### src/rtl/imm_extend_pipe_if.sv
// Handshake bundle for imm_extend_pipe: input beat channel plus result channel.
// out_zero exists only when IMM_EXT_ZERO_FLAG_EN is defined.
interface imm_extend_pipe_if #(
  parameter int unsigned IN_W  = 16,
  parameter int unsigned OUT_W = 32
);
  logic             in_valid;
  logic             in_ready;
  logic [IN_W-1:0]  in_imm;
  logic [1:0]       in_mode;
  logic             out_valid;
  logic             out_ready;
  logic [OUT_W-1:0] out_data;
`ifdef IMM_EXT_ZERO_FLAG_EN
  logic             out_zero;
`endif

  modport master (
    output in_valid, in_imm, in_mode, out_ready,
`ifdef IMM_EXT_ZERO_FLAG_EN
    input  out_zero,
`endif
    input  in_ready, out_valid, out_data
  );

  modport slave (
    input  in_valid, in_imm, in_mode, out_ready,
`ifdef IMM_EXT_ZERO_FLAG_EN
    output out_zero,
`endif
    output in_ready, out_valid, out_data
  );
endinterface

### src/rtl/imm_extend_pipe.sv
// Pipelined immediate extender (SEXT/ZEXT/UPPER/BRANCH) with a 2-entry skid buffer.
// Optional registered zero flag on the result when IMM_EXT_ZERO_FLAG_EN is defined.
module imm_extend_pipe #(
  parameter int unsigned IN_W  = 16,
  parameter int unsigned OUT_W = 32
) (
  input logic               clk,
  input logic               rst,
  imm_extend_pipe_if.slave  io_bus
);

  typedef enum logic [1:0] {StEmpty, StOne, StFull} state_e;

  state_e           r_state;
  logic             r_out_valid;
  logic             r_skid_v;
  logic [OUT_W-1:0] r_main_d;
  logic [OUT_W-1:0] r_skid_d;

  logic [OUT_W-1:0] w_sext;
  logic [OUT_W-1:0] w_zext;
  logic [OUT_W-1:0] w_ext;
  logic             w_acc;
  logic             w_drain;
  logic             w_main_ld_new;
  logic             w_main_ld_skid;
  logic             w_skid_ld;

  assign w_sext = {{(OUT_W-IN_W){io_bus.in_imm[IN_W-1]}}, io_bus.in_imm};
  assign w_zext = {{(OUT_W-IN_W){1'b0}}, io_bus.in_imm};

  always_comb begin
    w_ext = '0;
    unique case (io_bus.in_mode)
      2'b00: w_ext = w_sext;
      2'b01: w_ext = w_zext;
      2'b10: w_ext = w_zext << IN_W;  // upper bits beyond OUT_W fall off
      2'b11: w_ext = w_sext << 2;
    endcase
  end

  // in_ready is the registered inverse of the skid flag, never a path from out_ready.
  assign w_acc          = io_bus.in_valid && !r_skid_v;
  assign w_drain        = r_out_valid && io_bus.out_ready;
  assign w_main_ld_new  = w_acc && (!r_out_valid || w_drain);
  assign w_skid_ld      = w_acc && r_out_valid && !w_drain;
  assign w_main_ld_skid = r_skid_v && w_drain;

  always_ff @(posedge clk or posedge rst) begin
    if (rst) begin
      r_state     <= StEmpty;
      r_out_valid <= 1'b0;
      r_skid_v    <= 1'b0;
    end else begin
      unique case (r_state)
        StEmpty: begin
          if (w_acc) begin
            r_state     <= StOne;
            r_out_valid <= 1'b1;
          end
        end
        StOne: begin
          if (w_skid_ld) begin
            r_state  <= StFull;
            r_skid_v <= 1'b1;
          end else if (w_drain && !w_acc) begin
            r_state     <= StEmpty;
            r_out_valid <= 1'b0;
          end
        end
        StFull: begin
          if (w_drain) begin
            r_state  <= StOne;
            r_skid_v <= 1'b0;
          end
        end
        default: begin
          r_state     <= StEmpty;
          r_out_valid <= 1'b0;
          r_skid_v    <= 1'b0;
        end
      endcase
    end
  end

  always_ff @(posedge clk or posedge rst) begin
    if (rst) begin
      r_main_d <= '0;
      r_skid_d <= '0;
    end else begin
      if (w_main_ld_skid) begin
        r_main_d <= r_skid_d;
      end else if (w_main_ld_new) begin
        r_main_d <= w_ext;
      end
      if (w_skid_ld) begin
        r_skid_d <= w_ext;
      end
    end
  end

`ifdef IMM_EXT_ZERO_FLAG_EN
  logic r_main_z;
  logic r_skid_z;

  always_ff @(posedge clk or posedge rst) begin
    if (rst) begin
      r_main_z <= 1'b0;
      r_skid_z <= 1'b0;
    end else begin
      if (w_main_ld_skid) begin
        r_main_z <= r_skid_z;
      end else if (w_main_ld_new) begin
        r_main_z <= (w_ext == '0);
      end
      if (w_skid_ld) begin
        r_skid_z <= (w_ext == '0);
      end
    end
  end

  assign io_bus.out_zero = r_main_z;
`endif

  assign io_bus.in_ready  = !r_skid_v;
  assign io_bus.out_valid = r_out_valid;
  assign io_bus.out_data  = r_main_d;

  // A filled skid with an empty main register would reorder beats.
  a_no_skid_without_main: assert property (@(posedge clk) disable iff (rst)
    !(r_skid_v && !r_out_valid));

endmodule

### src/flat_wrapper.sv
// flat-port wrapper written by rule: the top's interface ports become plain ports
module imm_extend_pipe_flat 
#(
  parameter int unsigned IN_W  = 16,
  parameter int unsigned OUT_W = 32
)
  (clk, rst, io_bus_in_valid, io_bus_in_imm, io_bus_in_mode, io_bus_out_ready, io_bus_in_ready, io_bus_out_valid, io_bus_out_data);
  imm_extend_pipe_if #(.IN_W(IN_W), .OUT_W(OUT_W)) io_bus_i ();
  input logic clk;
  input logic rst;
  input wire logic [$bits(io_bus_i.in_valid)-1:0] io_bus_in_valid;
  input wire logic [$bits(io_bus_i.in_imm)-1:0] io_bus_in_imm;
  input wire logic [$bits(io_bus_i.in_mode)-1:0] io_bus_in_mode;
  input wire logic [$bits(io_bus_i.out_ready)-1:0] io_bus_out_ready;
  output wire logic [$bits(io_bus_i.in_ready)-1:0] io_bus_in_ready;
  output wire logic [$bits(io_bus_i.out_valid)-1:0] io_bus_out_valid;
  output wire logic [$bits(io_bus_i.out_data)-1:0] io_bus_out_data;
  assign io_bus_i.in_valid = io_bus_in_valid;
  assign io_bus_i.in_imm = io_bus_in_imm;
  assign io_bus_i.in_mode = io_bus_in_mode;
  assign io_bus_i.out_ready = io_bus_out_ready;
  assign io_bus_in_ready = io_bus_i.in_ready;
  assign io_bus_out_valid = io_bus_i.out_valid;
  assign io_bus_out_data = io_bus_i.out_data;
  imm_extend_pipe #(.IN_W(IN_W), .OUT_W(OUT_W)) u_core (.clk(clk), .rst(rst), .io_bus(io_bus_i));
endmodule
### config.mk
export PLATFORM = sky130hd
export DESIGN_NAME = imm_extend_pipe_flat
export DESIGN_NICKNAME = d
export VERILOG_FILES = /design/src/rtl/imm_extend_pipe_if.sv /design/src/rtl/imm_extend_pipe.sv /design/src/flat_wrapper.sv
export SDC_FILE = /design/constraint.sdc
export NUM_CORES = 1
export LEC_CHECK = 0
export BUFFER_PORTS_ARGS = -buffer_cell sky130_fd_sc_hd__buf_4
export CAP_MARGIN = 20
export CORE_MARGIN = 2
export CORE_UTILIZATION = 45
export DETAILED_ROUTE_END_ITERATION = 6
export PLACE_DENSITY = 0.7
export SKIP_LAST_GASP = 1
export SLEW_MARGIN = 20
export SYNTH_ARGS = -nofsm -noshare
export SYNTH_HDL_FRONTEND = slang
export SYNTH_SLANG_ARGS = --single-unit
### constraint.sdc
create_clock -name clk -period 2.5 [get_ports clk]
set_input_delay 0.25 -clock clk [delete_from_list [all_inputs] [get_ports clk]]
set_output_delay 0.25 -clock clk [all_outputs]
set_load 0.05 [all_outputs]
==> flow_metrics.env <==
export IMPL_fp_dieH_um=92.06
export IMPL_synthToLayoutAreaGrowth_pct=17.00
export IMPL_slowest_delay_ns=0.58
export IMPL_min_period_ns=1.757
export IMPL_critPathArrivalTime_ns=1.95
export IMPL_cts_resized=0
export IMPL_hold_path_class="in2async"
export IMPL_nets=401
export IMPL_ys_warn_count=0
export IMPL_gp_congestion=0.7645
export IMPL_seq_power_share_pct=38.0
export IMPL_yosysSeqAreaShare_pct=48.76
export IMPL_grt_overflow=0
export IMPL_irDropWorstVdd_v=0.0006650
export IMPL_cp_max_fo=17
export IMPL_ant_nets=0
export IMPL_slew_headroom_pct=43.08
export IMPL_violations="negative hold slack"
export IMPL_drt_total_wl_um=7561
export IMPL_die_area_mm2=0.008475
export IMPL_p_clk_share_pct=18.1
export IMPL_report_final_hold_viol_count=5
export IMPL_synth_area_per_cell_um2=10.54
export IMPL_rsz0062_at_grt="false"
export IMPL_via_per_inst=5.285
export IMPL_ys_ff_latch=68
export IMPL_internal_power_w=0.002834
export IMPL_grt_pass1_wl_um=12880
export IMPL_combPwrFrac_pct=43.9
export IMPL_antenna_found_initial=0
export IMPL_post_cts_buffers=0
export IMPL_setup_tns_ns=0
export IMPL_die_width_um=92.06
export IMPL_switching_share_pct=42.45
export IMPL_yosysTopAreaCellShare_pct=48.76
export IMPL_clk_latency_ns=0.34
export IMPL_clock_sinks=68
export IMPL_synth_async_reset_ratio_pct=100.0
export IMPL_fp_row_count=32
export IMPL_switchingPower_w=0.002090
export IMPL_start_util_pct=45.87
export IMPL_tritoncts="yes"
export IMPL_r2r_setup_slack_ns=0.74
export IMPL_drcViolationCount=0
export IMPL_holdWs_ns=-0.006217
export IMPL_numCtsBuffers=9
export IMPL_antenna_cells=0
export IMPL_critPathSlowestCell="o22ai_4"
export IMPL_ys_types=33
export IMPL_syn_area_mm2=0.003490
export IMPL_crit_required_ns=2.70
export IMPL_port_buffers=55
export IMPL_wl_per_cell_um=15.62
export IMPL_grt_use_total_pct=19.63
export IMPL_syn_inst=331
export IMPL_clk_pin_slew_ns=0.07
export IMPL_cts_root_buf="clkbuf_8"
export IMPL_path_cells="nand2_1 > o22ai_4 > buf_12 > o221ai_2"
export IMPL_grt_max_degree=38
export IMPL_setup_violations_final=0
export IMPL_synthesis_nets=353
export IMPL_p_total_w=0.004924
export IMPL_synthFlopType="dfrtp_1"
export IMPL_crit_path_end_kind="flip-flop"
export IMPL_synth_top_area_cell="dfrtp_1"
export IMPL_worst_pin_slew_ns=0.8496
export IMPL_finalCritPeriodShare_pct=70.26
export IMPL_htree_levels=3
export IMPL_clock_fmax_mhz=569.3
export IMPL_powerDensity_mw_per_mm2=1206
export IMPL_synth_edf_count=0
export IMPL_yosys_top_cells_area="dfrtp_1 (49%), o221ai_2 (13%), nand2_1 (7.3%)"
export IMPL_ctsHoldBuffers=0
export IMPL_layout_drive_gt1_share_pct=34.29
export IMPL_outcome="complete, but fails checks"
export IMPL_dr_pass1_iters=4
export IMPL_max_cap_viol_count=0
export IMPL_drv_slew=0
export IMPL_leakage_nw=1.814
export IMPL_dp_hpwl_um=5305
export IMPL_route_vias_total=2558
export IMPL_cts_buffer_depth=2
export IMPL_crit_type="reg2reg"
export IMPL_skew_ns=0.008262
export IMPL_rr_worst_depth=4
export IMPL_worst_setup_path_start_kind="flip-flop"
export IMPL_drt_iter0_markers=150
export IMPL_design_portCount=56
export IMPL_synth_common_cells="dfrtp_1 (68), nand2_1 (68), inv_1 (37)"
export IMPL_coreArea_mm2=0.007607
export IMPL_grt_pass1_vias=2549
==> flip-flops by register name, indices dropped and copies added (netlist names) <==
| register | cells |
|---|---|
| u_core.io_bus.out_data | 32 |
| u_core.r_skid_d | 32 |
| u_core.r_state | 2 |
| u_core.io_bus.out_valid | 1 |
| u_core.r_skid_v | 1 |
==> per-layer routing <==
layer / vias to the layer above / share of wire [%] / global-route usage, % / wire length, µm
li1: 1236 / - / - / -
met4: 0 / 1.6 / 7.711 / 122
met2: 70 / 49 / 31.07 / 3685
met1: 1240 / 44 / 26.68 / 3360
met3: 12 / 5.2 / 3.862 / 394
met5: - / 0 / 0 / 0
==> stage by stage <==
| step | util [%] | instance area [µm²] | setup slack [ns] | std cells | hold slack, ns |
|---|---|---|---|---|---|
| 5_1_grt | 53.67 | 4083 | 0.6187 | 484 | 0.03510 |
| 3_5_place_dp | 51.17 | 3892 | 0.7356 | 470 | 0.3755 |
| 6_report | 53.67 | 4083 | 0.7435 | 484 | -0.006217 |
| 2_1_floorplan | - | 3490 | 0.5385 | 331 | 0.4232 |
| 3_3_place_gp | 51.17 | 3892 | 0.8127 | 470 | 0.3651 |
| 4_1_cts | 53.67 | 4083 | 0.7165 | 484 | 0.006347 |
==> area by class of cell <==
type                            instances  area [µm²]
Clock buffer                           12       155.1
Fill cell                             711        3525
Tap cell                              102       127.6
Multi-Input combinational cell        201        1446
Clock inverter                          2       35.03
Inverter                               37       138.9
Sequential cell                        68        1702
Timing Repair Buffer                   62       478.0
==> layout by cell type (no fill, tap or decap), types with 10 or more instances in the layout <==
| cell type | netlist | layout |
|---|---|---|
| nor2b_1 | 15 | 15 |
| nand2_1 | 68 | 68 |
| buf_4 | 6 | 61 |
| dfrtp_1 | 68 | 68 |
| a21oi_1 | 10 | 10 |
| a22oi_2 | 10 | 10 |
| clkbuf_8 | 0 | 11 |
| o21ai_1 | 29 | 29 |
| o221ai_2 | 30 | 30 |
| inv_1 | 37 | 36 |
==> kinds of logic (layout without fill, tap and decap cells) <==
kind of cell / after synthesis / in the layout / share of synthesized area (%)
AOI/OAI and AO/OA: 105 / 105 / 27.82
xor gates and xnor gates: 1 / 1 / 0.4662
buffers and inverters: 62 / 113 / 9.932
DFF: 68 / 68 / 48.76
muxes: 1 / 1 / 0.3227
and+or+nand+nor: 94 / 94 / 12.69
==> final timing paths <==
kind / endpoint / from
hold reg to reg: u_core.r_skid_d[29] / u_core.r_skid_d[29]
setup reg to reg: u_core.io_bus.out_data[12] / u_core.io_bus.out_valid
max in group asynchronous: u_core.io_bus.out_data[19] / rst
hold / removal: u_core.io_bus.out_data[0] / rst
setup / recovery: u_core.io_bus.out_data[12] / u_core.io_bus.out_valid
min in group clk: u_core.r_skid_d[5] / io_bus_in_imm[3]
==> power by group through the flow <==
| stage | sequential [W] | combinational [W] | clock (W) |
|---|---|---|---|
| after floorplan | 0.00268 | 0.000760 | 0 |
| after global routing | 0.00193 | 0.00234 | 0.000960 |
| final | 0.00187 | 0.00216 | 0.000890 |
| after detailed placement | 0.00190 | 0.00218 | 0 |
| after global placement | 0.00187 | 0.00214 | 0 |
| after CTS | 0.00188 | 0.00219 | 0.000911 |
==> critical path, delay by kind of cell, from the launching register on <==
kind,cells,cell delay (ns)
compound gates,2,0.68
buf+inv,1,0.26
flops,1,0.50
simple gates,1,0.16
No activity file was read; power rests on OpenSTA's default activity.
